## src/rtl/pipe_stage_skid.sv

```systemverilog
// Pipeline stage with a main output register and a one-entry skid buffer.
// in_ready depends only on registered state, so the ready path is broken at this stage.
module pipe_stage_skid #(
    parameter int DATA_W = 32,
    parameter int CTRL_W = 4,
    parameter int BCNT_W = 16
) (
    input  logic              Clk,
    input  logic              Reset,
    input  logic              flush,
    input  logic              in_valid,
    input  logic [CTRL_W-1:0] in_ctrl,
    input  logic [DATA_W-1:0] in_data,
    output logic              in_ready,
    output logic              out_valid,
    input  logic              out_ready,
    output logic [CTRL_W-1:0] out_ctrl,
    output logic [DATA_W-1:0] out_data,
    output logic [BCNT_W-1:0] bubble_cnt
);

    typedef enum logic [1:0] {
        EMPTY = 2'd0,
        ONE   = 2'd1,
        TWO   = 2'd2
    } state_e;

    state_e            state_q, state_d;
    logic [CTRL_W-1:0] main_ctrl_q, main_ctrl_d;
    logic [DATA_W-1:0] main_data_q, main_data_d;
    logic [CTRL_W-1:0] skid_ctrl_q, skid_ctrl_d;
    logic [DATA_W-1:0] skid_data_q, skid_data_d;
    logic [BCNT_W-1:0] bcnt_q, bcnt_d;
    logic              in_xfer;
    logic              out_xfer;

    assign in_ready  = (state_q != TWO);
    assign out_valid = (state_q != EMPTY);
    assign in_xfer   = in_valid & in_ready;
    assign out_xfer  = out_valid & out_ready;

    // A bubble must never carry MemWrite/MemRead downstream.
    assign out_ctrl   = out_valid ? main_ctrl_q : '0;
    assign out_data   = main_data_q;
    assign bubble_cnt = bcnt_q;

    always_comb begin
        // NOTE: every output of this block gets a default first, so no path can infer a latch.
        state_d     = state_q;
        main_ctrl_d = main_ctrl_q;
        main_data_d = main_data_q;
        skid_ctrl_d = skid_ctrl_q;
        skid_data_d = skid_data_q;

        case (state_q)
            EMPTY: begin
                if (in_xfer) begin
                    main_ctrl_d = in_ctrl;
                    main_data_d = in_data;
                    state_d     = ONE;
                end
            end
            ONE: begin
                case ({in_xfer, out_xfer})
                    2'b10: begin
                        skid_ctrl_d = in_ctrl;
                        skid_data_d = in_data;
                        state_d     = TWO;
                    end
                    2'b01: state_d = EMPTY;
                    2'b11: begin
                        main_ctrl_d = in_ctrl;
                        main_data_d = in_data;
                    end
                    default: ;
                endcase
            end
            TWO: begin
                if (out_xfer) begin
                    main_ctrl_d = skid_ctrl_q;
                    main_data_d = skid_data_q;
                    state_d     = ONE;
                end
            end
            default: state_d = EMPTY;
        endcase

        // Flush wins: held entries and any same-cycle input are discarded.
        if (flush) begin
            state_d = EMPTY;
        end
    end

    always_comb begin
        bcnt_d = bcnt_q;
        if (out_ready && !out_valid && (bcnt_q != {BCNT_W{1'b1}})) begin
            bcnt_d = bcnt_q + {{(BCNT_W-1){1'b0}}, 1'b1};
        end
    end

    always_ff @(posedge Clk or posedge Reset) begin
        if (Reset) begin
            state_q     <= EMPTY;
            // NOTE: storage is reset too, because out_data and the skid entry must read zero after reset.
            main_ctrl_q <= '0;
            main_data_q <= '0;
            skid_ctrl_q <= '0;
            skid_data_q <= '0;
            bcnt_q      <= '0;
        end else begin
            // NOTE: non-blocking assignments so every register samples pre-edge values.
            state_q     <= state_d;
            main_ctrl_q <= main_ctrl_d;
            main_data_q <= main_data_d;
            skid_ctrl_q <= skid_ctrl_d;
            skid_data_q <= skid_data_d;
            bcnt_q      <= bcnt_d;
        end
    end

endmodule

```

## config.mk

```make
export PLATFORM = sky130hd
export DESIGN_NAME = pipe_stage_skid
export DESIGN_NICKNAME = d
export VERILOG_FILES = /design/src/rtl/pipe_stage_skid.sv
export SDC_FILE = /design/constraint.sdc
export NUM_CORES = 1
export LEC_CHECK = 0
export BUFFER_PORTS_ARGS = -buffer_cell sky130_fd_sc_hd__buf_2
export CAP_MARGIN = 20
export CORE_ASPECT_RATIO = 2
export CORE_MARGIN = 8
export CORE_UTILIZATION = 53
export CTS_CLUSTER_SIZE = 16
export DETAILED_ROUTE_END_ITERATION = 10
export PLACE_DENSITY = 0.75
export SETUP_SLACK_MARGIN = 0.2
export SKIP_LAST_GASP = 1
export SLEW_MARGIN = 20
export SYNTH_ARGS = -nofsm -noshare
export SYNTH_HDL_FRONTEND = slang
export SYNTH_SLANG_ARGS = --single-unit
```

## constraint.sdc

```tcl
create_clock -name Clk -period 4.2 [get_ports Clk]
set_input_delay 0.84 -clock Clk [delete_from_list [all_inputs] [get_ports Clk]]
set_output_delay 0.84 -clock Clk [all_outputs]
set_load 0.01 [all_outputs]
```

==> results of run 1 <==
## worst paths after layout
path	slack (ps)	depth (start not counted)	startpoint	to
max	1730	3	state_q[1]	out_ctrl[3]
min	510	1	skid_data_q[29]	skid_data_q[29]
max reg2reg	1910	3	state_q[1]	skid_data_q[24]
min reg2reg	510	1	skid_data_q[29]	skid_data_q[29]
max in group asynchronous	2540	3	Reset	bubble_cnt[5]
min in group asynchronous	520	2	Reset	out_data[19]
## kinds of logic (layout without fill, tap and decap cells)
kind of cell    count (synthesis)  after routing  synth area share (%)
compound gates                 44             44                  6.01
xor+xnor                       14             14                  3.07
mux                            73             73                  19.5
flops                          90             90                  56.4
simple gates                   85             85                  11.8
buf+inv                        18            113                  2.91
fa+ha+maj                       1              1                 0.313
## routing by layer
| layer | wire [um] | track usage (%) |
|---|---|---|
| met1 | 3730 | 19.9 |
| met2 | 4100 | 24.8 |
| met3 | 612 | 5.71 |
| met4 | 127 | 6.91 |
| met5 | 0 | 0 |
## Yosys cell counts
cell type / count / area share [%]
mux2_4: 1 / 0.38
nand4_2: 2 / 0.63
and3_2: 1 / 0.19
buf_4: 4 / 0.75
and3_1: 3 / 0.47
nor2b_1: 4 / 0.63
buf_2: 9 / 1.1
nand4_1: 4 / 0.63
nor4_1: 2 / 0.31
nand2_1: 5 / 0.47
nand2b_1: 2 / 0.31
nor4b_1: 1 / 0.22
nor4_4: 1 / 0.53
nand2_2: 1 / 0.16
nor4b_2: 1 / 0.38
and4_1: 3 / 0.66
o21a_1: 1 / 0.19
mux2i_1: 36 / 9.0
nor3_1: 2 / 0.25
mux2_2: 36 / 10
xnor2_1: 6 / 1.3
inv_1: 2 / 0.19
nor3b_2: 1 / 0.31
nor2b_2: 1 / 0.22
nand3_1: 7 / 0.88
xor2_1: 8 / 1.8
o22a_1: 1 / 0.22
a211oi_2: 1 / 0.31
and2b_1: 3 / 0.56
dfrtp_1: 90 / 56
a21oi_1: 39 / 4.9
and4_2: 1 / 0.25
a211oi_1: 1 / 0.19
buf_6: 3 / 0.85
a22o_1: 1 / 0.22
ha_1: 1 / 0.31
nor2_1: 40 / 3.8
## flip-flops by register name, summed over array words and instances (netlist names)
register,count
skid_ctrl_q,4
skid_data_q,32
bubble_cnt,16
main_ctrl_q,4
out_data,32
state_q,2
## through the flow
step | power [uW] | cell area [um2]
after floorplan | 1450 | 4000
after global placement | 1610 | 4500
after detailed placement | 1640 | 4500
after CTS | 2370 | 4770
after global routing | 2470 | 4780
final | 2340 | 4780
## layout make-up
type	instances	area [um2]	area share [%]
inverter	2	8.76	0.183
clock buffer	10	239	5.00
timing repair buffer	96	485	10.2
multi-input combinational	217	1650	34.4
tap	94	118	2.46
clock inverter	5	31.3	0.654
sequential	90	2250	47.1
## critical path, stage by stage, from the launching register on
cell and delay, ps:
dfrtp_1 480, nor2_1 430, and2b_1 260, buf_2 140
## power groups by stage
stage               combinational (uW)  clock (uW)  sequential [uW]
floorplan                          258           0             1200
global placement                   430           0             1180
detailed placement                 451           0             1190
CTS                                452         741             1180
global route                       493         777             1200
finish                             444         721             1180
==> impl_results.md, run 1 <==
- Status: complete, no violations
- CTS tree: built
- Sequential fraction of the synthesis area: 56.4%
- Worst Path Required: 3360 ps
- Pre-CTS WS: 1530 ps
- Die Width: 77.4 um
- Clock Latency Late Sink: 330 ps
- Gr usage total: 16.1%
- Post-synthesis net count: 367
- Part of the power in combinational logic: 19.0%
- Count of cell types in the netlist: 37
- Htree depth: 3
- Final setup viols: 0
- Largest net degree at the start of global routing: 73
- Die Height: 139 um
- Most frequent cells in the layout: buf_2 (94), dfrtp_1 (90), nor2_1 (40)
- Synth Area per Inst: 12.3 um2
- # DRC: 0
- Maximum buffer depth of the clock tree: 2
- Routed wire length: 8580 um
- Antenna Nets Post-Route: 0
- 1st-iter DRT viols: 211
- Final worst setup slack: 1730 ps
- Vias: 2833
- CTS Buf Count: 9
- Clock root buffer: clkbuf_16
- Mapped Cells: 325
- IO Pins: 95
- # Post-CTS Setup Buffers: 0
- Commonest non-fill, non-tap cell in the layout: buf_2
- Fin crit share: 58.9%
- Row count: 45
- Clock power frac: 30.8%
- CP startpoint kind: register
- #FFs+latches synth: 90
- Hpwl dp: 5960 um
- Leakage Power: 0.00247 uW
- Vias/cell: 5.51
- Min-delay worst type: reg2reg
- Crit path kind: reg2out
- Sw frac: 28.0%
- Drt wl/cell: 16.7 um
- Placer Congestion: 0.831
- Peak supply drop: 0.338 mV
- DR pass1 iterations: 7
- Hold slack: 506 ps
- Worst-Margin Slew: 1030 ps
- Seq pwr share: 50.2%
- Die area: 10700 um2
- Nets: 458
- DP Cell Count: 499
- RSZ-0062 raised after global routing: false
- GR Overflow Total: 0
- Critical Path AT: 1630 ps
- PortBufs: 94
- Post-Route Skew: 3.69 ps
- Vias in the first global route: 2988
- Global-route wire length before repair: 14300 um
- Pwr dens: 490 nW/um2
- Clock slew at reported path FFs: 60 ps
- Max-Cap Viols: 0
- Synthesized cell area: 4000 um2
- Setup_tns: 0 ps
- Sw Pwr: 655 uW
- Fmax: 404 MHz
- Initial antenna violation count: 0
- Finished Core Util: 64.3%
- Share of layout cells above drive strength 1: 38.6%
- Fin. max-slew vios: 0
- Initial Utilization: 53.8%
- Diode count: 0
- Tmin final: 2470 ps
- Hold buffers post-CTS: 0
- Gates resized, CTS repair: 0
- Rel. slew slack: 31.3%
- Layout Cells excl Fill: 514
- Int Pwr: 1690 uW
- Max FO, Critical Path: 7
- CORE AREA: 7430 um2
- Final hold violation count: 0
- Fillers: 619
- CTS Sinks: 90
- P&R area growth vs syn: 19.6%
- Critical Path Sink Type: output port
- Synthesis warning total: 0
No activity file was read; power rests on OpenSTA's default activity.
==> run 2, diff against run 1 <==
clock period = 2.58 ns   (was 4.2 ns; I/O delays follow)
==> run 2 against run 1 <==
Wire length is 0.75% lower. Sequential power is 63% higher. Die area stayed put. Non-clock buffer count is 4 higher. Critical path type unchanged. Critical endpoint unchanged. Largest cell class unchanged.
==> impl_results.md, run 2 (synthesis gave the netlist of run 1 again) <==
- Clock Latency Late Sink: 340 ps (was 330 ps)
- Vias in the first global route: 2958 (was 2988)
- Drt wl/cell: 16.4 um (was 16.7 um)
- CTS tree: built (unchanged)
- Crit path kind: reg2out (unchanged)
- # DRC: 0 (unchanged)
- Critical path's largest stage delay: 480 ps (about the same)
- # Post-CTS Setup Buffers: 0 (unchanged)
- Global-route wire length before repair: 14300 um (about the same)
- CTS Buf Count: 9 (unchanged)
- Worst Path Required: 2060 ps (was 3360 ps)
- Commonest non-fill, non-tap cell in the layout: buf_2 (unchanged)
- Worst setup path startpoint: state_q[1] (unchanged)
- Nets: 462 (was 458)
- CORE AREA: 7430 um2 (unchanged)
- Hpwl dp: 6000 um (was 5960 um)
- Htree depth: 3 (unchanged)
- Setup_tns: 0 ps (unchanged)
- Routed wire length: 8510 um (was 8580 um)
- Antenna Nets Post-Route: 0 (unchanged)
- P&R area growth vs syn: 22.6% (was 19.6%)
- RSZ-0062 raised after global routing: false (unchanged)
- Row count: 45 (unchanged)
- Maximum buffer depth of the clock tree: 2 (unchanged)
- Largest net degree at the start of global routing: 73 (unchanged)
- Final hold violation count: 0 (unchanged)
- Clock slew at reported path FFs: 60 ps (about the same)
- Register area: 2250 um2 (unchanged)
- Max-Cap Viols: 0 (unchanged)
- Leakage Power: 0.00253 uW (was 0.00247 uW)
- PortBufs: 94 (unchanged)
- Worst-Margin Slew: 660 ps (was 1030 ps)
- Slowest cell on crit path: nor2_1 (was dfrtp_1)
- Vias/cell: 5.39 (was 5.51)
- Reg2reg start: state_q[1] (unchanged)
- Critical Path Sink Type: output port (unchanged)
- Multi-input logic area: 1640 um2 (was 1650 um2)
- Initial antenna violation count: 0 (unchanged)
- Crit path cell chain: nor2_1, and2b_1, buf_2 (unchanged)
- Worst R2R Setup Slack: 700 ps (was 1910 ps)
- DR pass1 iterations: 4 (was 7)
- Finished Core Util: 65.9% (was 64.3%)
- Die Width: 77.4 um (unchanged)
- 1st-iter DRT viols: 129 (was 211)
- Diode count: 0 (unchanged)
- Max FO, Critical Path: 7 (unchanged)
- Min-delay worst type: in2async (was reg2reg)
- Final setup viols: 0 (unchanged)
- IO Pins: 95 (unchanged)
- Peak supply drop: 0.594 mV (was 0.338 mV)
- GR Overflow Total: 0 (unchanged)
- Post-Route Skew: 7.89 ps (was 3.69 ps)
- Share of layout cells above drive strength 1: 39.3% (was 38.6%)
- Tmin final: 2180 ps
- Hold buffers post-CTS: 0 (unchanged)
- Die area: 10700 um2 (unchanged)
- Gr usage total: 16.3% (was 16.1%)
- CP startpoint kind: register (unchanged)
- Fin. max-slew vios: 0 (unchanged)
- Most frequent cells in the layout: buf_2 (94), dfrtp_1 (90), nor2_1 (40) (unchanged)
- Vias: 2795 (was 2833)
- Fin crit share: 84.5%
- Die Height: 139 um (unchanged)
- Pwr dens: 827 nW/um2 (was 490 nW/um2)
- CTS Sinks: 90 (unchanged)
- Rel. slew slack: 55.9% (was 31.3%)
- Status: complete, no violations (unchanged)
- Fmax: 459 MHz
- Clock root buffer: clkbuf_16 (unchanged)
- Critical Path AT: 1660 ps (was 1630 ps)
- Gates resized, CTS repair: 0 (unchanged)
- Fillers: 602 (was 619)
- Placer Congestion: 0.815 (was 0.831)
- Initial Utilization: 53.8% (unchanged)
[run 2: changes by cell type in the layout (fill, tap and decap cells not counted)]
| cell | delta |
|---|---|
| inv_6 | +2 |
| bufinv_16 | +2 |
| a22o_2 | +1 |
| a22o_4 | -1 |
| buf_4 | +1 |
| clkinv_4 | -1 |
| clkinv_2 | -2 |
| buf_12 | +3 |
[run 2: metrics by stage]
stage | total power (uW) | std cells | hold slack [ps] | area (um2) | worst slack (ps)
floorplan | 2370 | 325 | 480 | 4000 | 966
global placement | 2630 | 503 | 489 | 4570 | 640
detailed placement | 2680 | 503 | 496 | 4570 | 580
CTS | 4100 | 519 | 281 | 4900 | 398
global route | 4260 | 519 | 313 | 4900 | 325
finish | 4050 | 519 | 270 | 4900 | 400
[run 2: metal layers]
metal | global-route usage, % | wire [um] | vias up
li1 | - | - | 1335
met1 | 20.4 | 3850 | 1374
met2 | 25.1 | 4020 | 75
met3 | 5.06 | 511 | 11
met4 | 7.21 | 129 | 0
met5 | 0 | 0 | -
[run 2: final timing paths]
| path | end | cells past startpoint |
|---|---|---|
| worst max-delay path | out_ctrl[3] | 3 |
| worst min-delay path | bubble_cnt[2] | 2 |
| worst max register to register | bubble_cnt[15] | 4 |
| worst min register to register | skid_data_q[27] | 1 |
| max in group asynchronous | out_data[10] | 4 |
| min in group Clk | state_q[1] | 2 |
[run 2: worst max-delay path: cells and delay by family (launching register included)]
kind          cells  cell delay (ps)
flops             1              460
buf+inv           1              140
simple gates      2              740
[run 2: final cells by class]
class                   count  area share [%]
clock inverters             6            1.79
clock buffers              10            4.88
well taps                  94            2.40
repair buffers            100            11.3
flip-flops and latches     90            46.0
inverters                   2           0.230
multi-input cells         217            33.5
[run 2: power breakdown]
group	total [uW]	switching, uW	internal (uW)
combinational	731	355	376
clock	1400	527	878
sequential	1920	208	1710
